`src/rtl/apb_fsm_controller.sv`:
```
// APB sequencing controller for an AHB-to-APB bridge.
// Drives the APB SETUP/ACCESS phases and stretches the AHB data phase via Hreadyout.
// A wait-state timeout forces completion when a peripheral never raises Pready.
module apb_fsm_controller #(
    parameter int unsigned TIMEOUT = 15
) (
    input  logic        clk,
    input  logic        rst,
    input  logic        valid,
    input  logic [31:0] Haddr,
    input  logic [31:0] Hwdata,
    input  logic        Hwrite,
    input  logic [2:0]  tempselx,
    input  logic        Pready,
    output logic [2:0]  Pselx,
    output logic        Penable,
    output logic        Pwrite,
    output logic [31:0] Paddr,
    output logic [31:0] Pwdata,
    output logic        Hreadyout,
    output logic        timeout_err
);

    // A zero TIMEOUT still needs a one-bit counter so the vector is legal.
    localparam int unsigned CntW = (TIMEOUT == 0) ? 1 : $clog2(TIMEOUT + 1);

    typedef enum logic [2:0] {
        StIdle,
        StWwait,
        StWrite,
        StWenable,
        StRead,
        StRenable
    } state_e;

    state_e            state_q, state_d;
    logic [CntW-1:0]   cnt_q, cnt_d;
    logic [2:0]        sel_q, sel_d;
    logic [31:0]       paddr_d, pwdata_d;
    logic              pwrite_d;
    logic              in_access, timeout_hit, done, accept;

    // Output and completion decode from the registered state.
    always_comb begin
        in_access   = (state_q == StWenable) || (state_q == StRenable);
        timeout_hit = (TIMEOUT != 0) && (cnt_q == CntW'(TIMEOUT));
        done        = in_access && (Pready || timeout_hit);
        timeout_err = in_access && !Pready && timeout_hit;
        Penable     = in_access;
        Pselx       = ((state_q == StIdle) || (state_q == StWwait)) ? 3'b000 : sel_q;
        Hreadyout   = (state_q == StIdle) || done;
        accept      = Hreadyout && valid;
    end

    // Next-state, wait counter and APB register loads.
    always_comb begin
        state_d  = state_q;
        cnt_d    = '0;
        sel_d    = sel_q;
        paddr_d  = Paddr;
        pwdata_d = Pwdata;
        pwrite_d = Pwrite;

        unique case (state_q)
            StIdle:  ;
            StWwait: begin
                state_d  = StWrite;
                pwdata_d = Hwdata;
            end
            StWrite: state_d = StWenable;
            StRead:  state_d = StRenable;
            StWenable, StRenable: begin
                if (!done) begin
                    // Saturate so the counter never wraps when the timeout is disabled.
                    cnt_d = (cnt_q != {CntW{1'b1}}) ? cnt_q + CntW'(1) : cnt_q;
                end else if (!valid) begin
                    state_d = StIdle;
                end
            end
            default: state_d = StIdle;
        endcase

        // Accept covers both IDLE and the back-to-back case at ACCESS completion.
        if (accept) begin
            state_d  = Hwrite ? StWwait : StRead;
            paddr_d  = Haddr;
            sel_d    = tempselx;
            pwrite_d = Hwrite;
        end
    end

    // State and APB registers with asynchronous reset.
    always_ff @(posedge clk or posedge rst) begin
        if (rst) begin
            state_q <= StIdle;
            cnt_q   <= '0;
            sel_q   <= 3'b000;
            Paddr   <= 32'h0;
            Pwdata  <= 32'h0;
            Pwrite  <= 1'b0;
        end else begin
            state_q <= state_d;
            cnt_q   <= cnt_d;
            sel_q   <= sel_d;
            Paddr   <= paddr_d;
            Pwdata  <= pwdata_d;
            Pwrite  <= pwrite_d;
        end
    end

endmodule

```
`config.mk`:
```
export PLATFORM = sky130hd
export DESIGN_NAME = apb_fsm_controller
export DESIGN_NICKNAME = d
export VERILOG_FILES = /design/src/rtl/apb_fsm_controller.sv
export SDC_FILE = /design/constraint.sdc
export NUM_CORES = 1
export LEC_CHECK = 0
export ABC_AREA = 1
export CAP_MARGIN = 10
export CORE_ASPECT_RATIO = 0.8
export CORE_MARGIN = 8
export CORE_UTILIZATION = 44
export DETAILED_ROUTE_END_ITERATION = 7
export PLACE_DENSITY = 0.85
export SETUP_SLACK_MARGIN = 0.02
export SLEW_MARGIN = 0
export SYNTH_ARGS = -nofsm -noshare
export SYNTH_HDL_FRONTEND = slang
export SYNTH_SLANG_ARGS = --single-unit
```
`constraint.sdc`:
```
create_clock -name clk -period 6.9 [get_ports clk]
set_clock_uncertainty 0.15 [all_clocks]
set_input_delay 1.38 -clock clk [delete_from_list [all_inputs] [get_ports clk]]
set_output_delay 1.38 -clock clk [all_outputs]
set_load 0.01 [all_outputs]
```
==> flow_summary.yaml <==
status:
  status: "complete, no violations"
clock_network:
  clockRootBuffer: "clkbuf_8"
  clk_pin_slew_worst_paths_ns: 0.08
  cts_buffers: 9
  cts_setup_buffers: 0
  cts_buffer_depth: 2
  cts_resized: 0
  htreeDepth: 3
  cts_hold_buf: 0
  clock_latency_ns: 0.34
  cts_tree: "done"
  cts.sinks: 75
place:
  dp.cells: 495
  dpl-instance-area_um2: 4459
  gp_congestion: 0.7998
  port_buffers: 142
  place_ws_ns: 2.112
  hpwl_um: 5975
timing:
  finalSetupViolations: 0
  fin_crit_ns: 4.808
  max_slew_margin_pct: 38.88
  hold_viol_final: 0
  tns_ns: 0
  fin_crit_sh_pct: 69.69
  rsz0062_at_grt: "no"
  slew_viol_final: 0
  tightestPinTransition_ns: 0.9168
  worst_slack_ns: 2.092
  fmax_mhz: 208.0
pwr:
  p_sw_share_pct: 34.26
  powerDensity_nw_per_um2: 453.4
  power.share.clock_pct: 16.0
  vdd_drop_max_mv: 0.2229
  intPower_uw: 1389
  p_sw_uw: 724.0
  p_seq_share_pct: 36.0
  combinationalPowerShare_pct: 48.1
  p_leak_uw: 0.002141
synth:
  syn-cell-area_um2: 3028
  synth_cell_types: 17
  synth_fp_nets: 351
  ys_warn_count: 0
  synth-seq-cells: 75
  synth_area_leaders: "dfrtp_1 62%, mux2_2 12%, nand2_1 10%"
  syn-mean-instance-area_um2: 10.89
  yosysSeqAreaShare_pct: 61.98
  yosysTopAreaCellShare_pct: 61.98
  netlist_instances: 278
  synth.largest_area_cell: "dfrtp_1"
critical_path:
  start_kind: "input pin"
  criticalPathCategory: "in2out"
  required_ns: 5.37
  r2r-start: "cnt_q[0]"
  cp_max_fo: 39
  end_kind: "primary output"
  worstPathArrival_ns: 3.28
  setup.worst_path.start: "Pready"
finish:
  final_cell_mix: "142 x clkdlybuf4s50_1, 84 x nand2_1, 75 x dfrtp_1, 44 x nand3_1, 32 x mux2_2"
  fillCellCount: 528
  regArea_um2: 1877
  final_util_pct: 68.64
  drive_gt1_share_pct: 12.74
  fin_nets: 492
  multiInputGateArea_um2: 999.7
  final_common_cell: "clkdlybuf4s50_1"
  area_delta_synth_final_pct: 53.93
  layoutNonFillerInstCount: 511
  fin_area_um2: 4661
  antenna_cells: 0
routing:
  wl_per_cell_um: 15.70
  wirelength_um: 8022
  drc: 0
  drt_first_iter_violations: 124
  vias: 2481
  via_per_inst: 4.855
  dr.pass1.iters: 4
  ant_nets: 0
grt:
  antenna_found_initial: 0
  grt_pass1_wl_um: 12850
  grt_start_max_net_pins: 76
  grt_pass1_vias: 2582
  grt-ovfl-total: 0
  grt_use_total_pct: 16.61
die:
  die_w_um: 108.7
  die_area_um2: 9808
  coreArea_um2: 6790
  die_y_um: 90.20
  io_pins: 143
  initial_core_util_pct: 44.59
  rows: 27
run:
  cap_violations: 0
worst_hold_path:
  worstHoldStart: "cnt_q[0]"
  min_path_type: "reg2reg"
==> synthesized netlist by cell type (all sizes together) <==
| cell type | number |
|---|---|
| clkbuf | 5 |
| xor2 | 1 |
| dfrtp | 75 |
| nor2 | 11 |
| xnor2 | 1 |
| inv | 10 |
| nand2 | 88 |
| nand3b | 1 |
| buf | 9 |
| nand3 | 44 |
| mux2 | 32 |
| ha | 1 |
==> final timing paths <==
check | end | slack [ns] | cells past startpoint
setup / recovery | Hreadyout | 2.09 | 6
hold / removal | cnt_q[0] | 0.32 | 1
setup reg to reg | Paddr[29] | 4.34 | 8
hold reg to reg | cnt_q[0] | 0.32 | 1
max in group asynchronous | Paddr[13] | 4.51 | 3
min in group asynchronous | Pwdata[26] | 1.49 | 3
==> power groups by stage <==
stage | combinational [uW] | clock, uW | sequential, uW
floorplan | 430 | 0 | 851
global placement | 1000 | 0 | 758
detailed placement | 1030 | 0 | 770
CTS | 1040 | 349 | 762
global route | 1100 | 367 | 787
finish | 1020 | 338 | 760
==> registers in the layout, indices dropped and copies added, names as in the netlist <==
| name | flops |
|---|---|
| Paddr | 32 |
| Pwdata | 32 |
| cnt_q | 4 |
| sel_q | 3 |
| state_q | 3 |
| Pwrite | 1 |
==> logic make-up after synthesis <==
group	count (synthesis)	synth area share [%]
xor gates and xnor gates	2	0.5786
muxes	32	11.90
DFF	75	61.98
buffers and inverters	24	5.000
adders and majority gates	1	0.4132
and+or+nand+nor	144	20.12
==> area by class of cell <==
cell class	count	area share, %
clock buffer	11	3.034
sequential	75	40.27
multi-input combinational	179	21.45
clock inverter	5	1.289
inverter	10	0.8054
timing repair buffer	144	30.82
tap	87	2.336
==> worst max-delay path, stage by stage <==
cell and delay (ns):
clkdlybuf4s50_1 0.45, inv_1 0.05, nand2_1 0.09, nand2_1 0.07
nand2_2 0.54, clkdlybuf4s50_1 0.68
==> routing by layer <==
metal / part of all wire (%) / GRT usage (%)
met1: 39 / 18.19
met2: 49 / 27.56
met3: 12 / 8.274
met4: 1.3 / 4.778
met5: 0 / 0
==> metrics by stage <==
| step | hold WS, ns | total power (uW) |
|---|---|---|
| global route | 0.3486 | 2258 |
| finish | 0.3217 | 2113 |
| global placement | 0.3006 | 1761 |
| CTS | 0.3212 | 2146 |
| floorplan | 0.2817 | 1281 |
| detailed placement | 0.3073 | 1802 |
(Power assumes the default switching activity.)
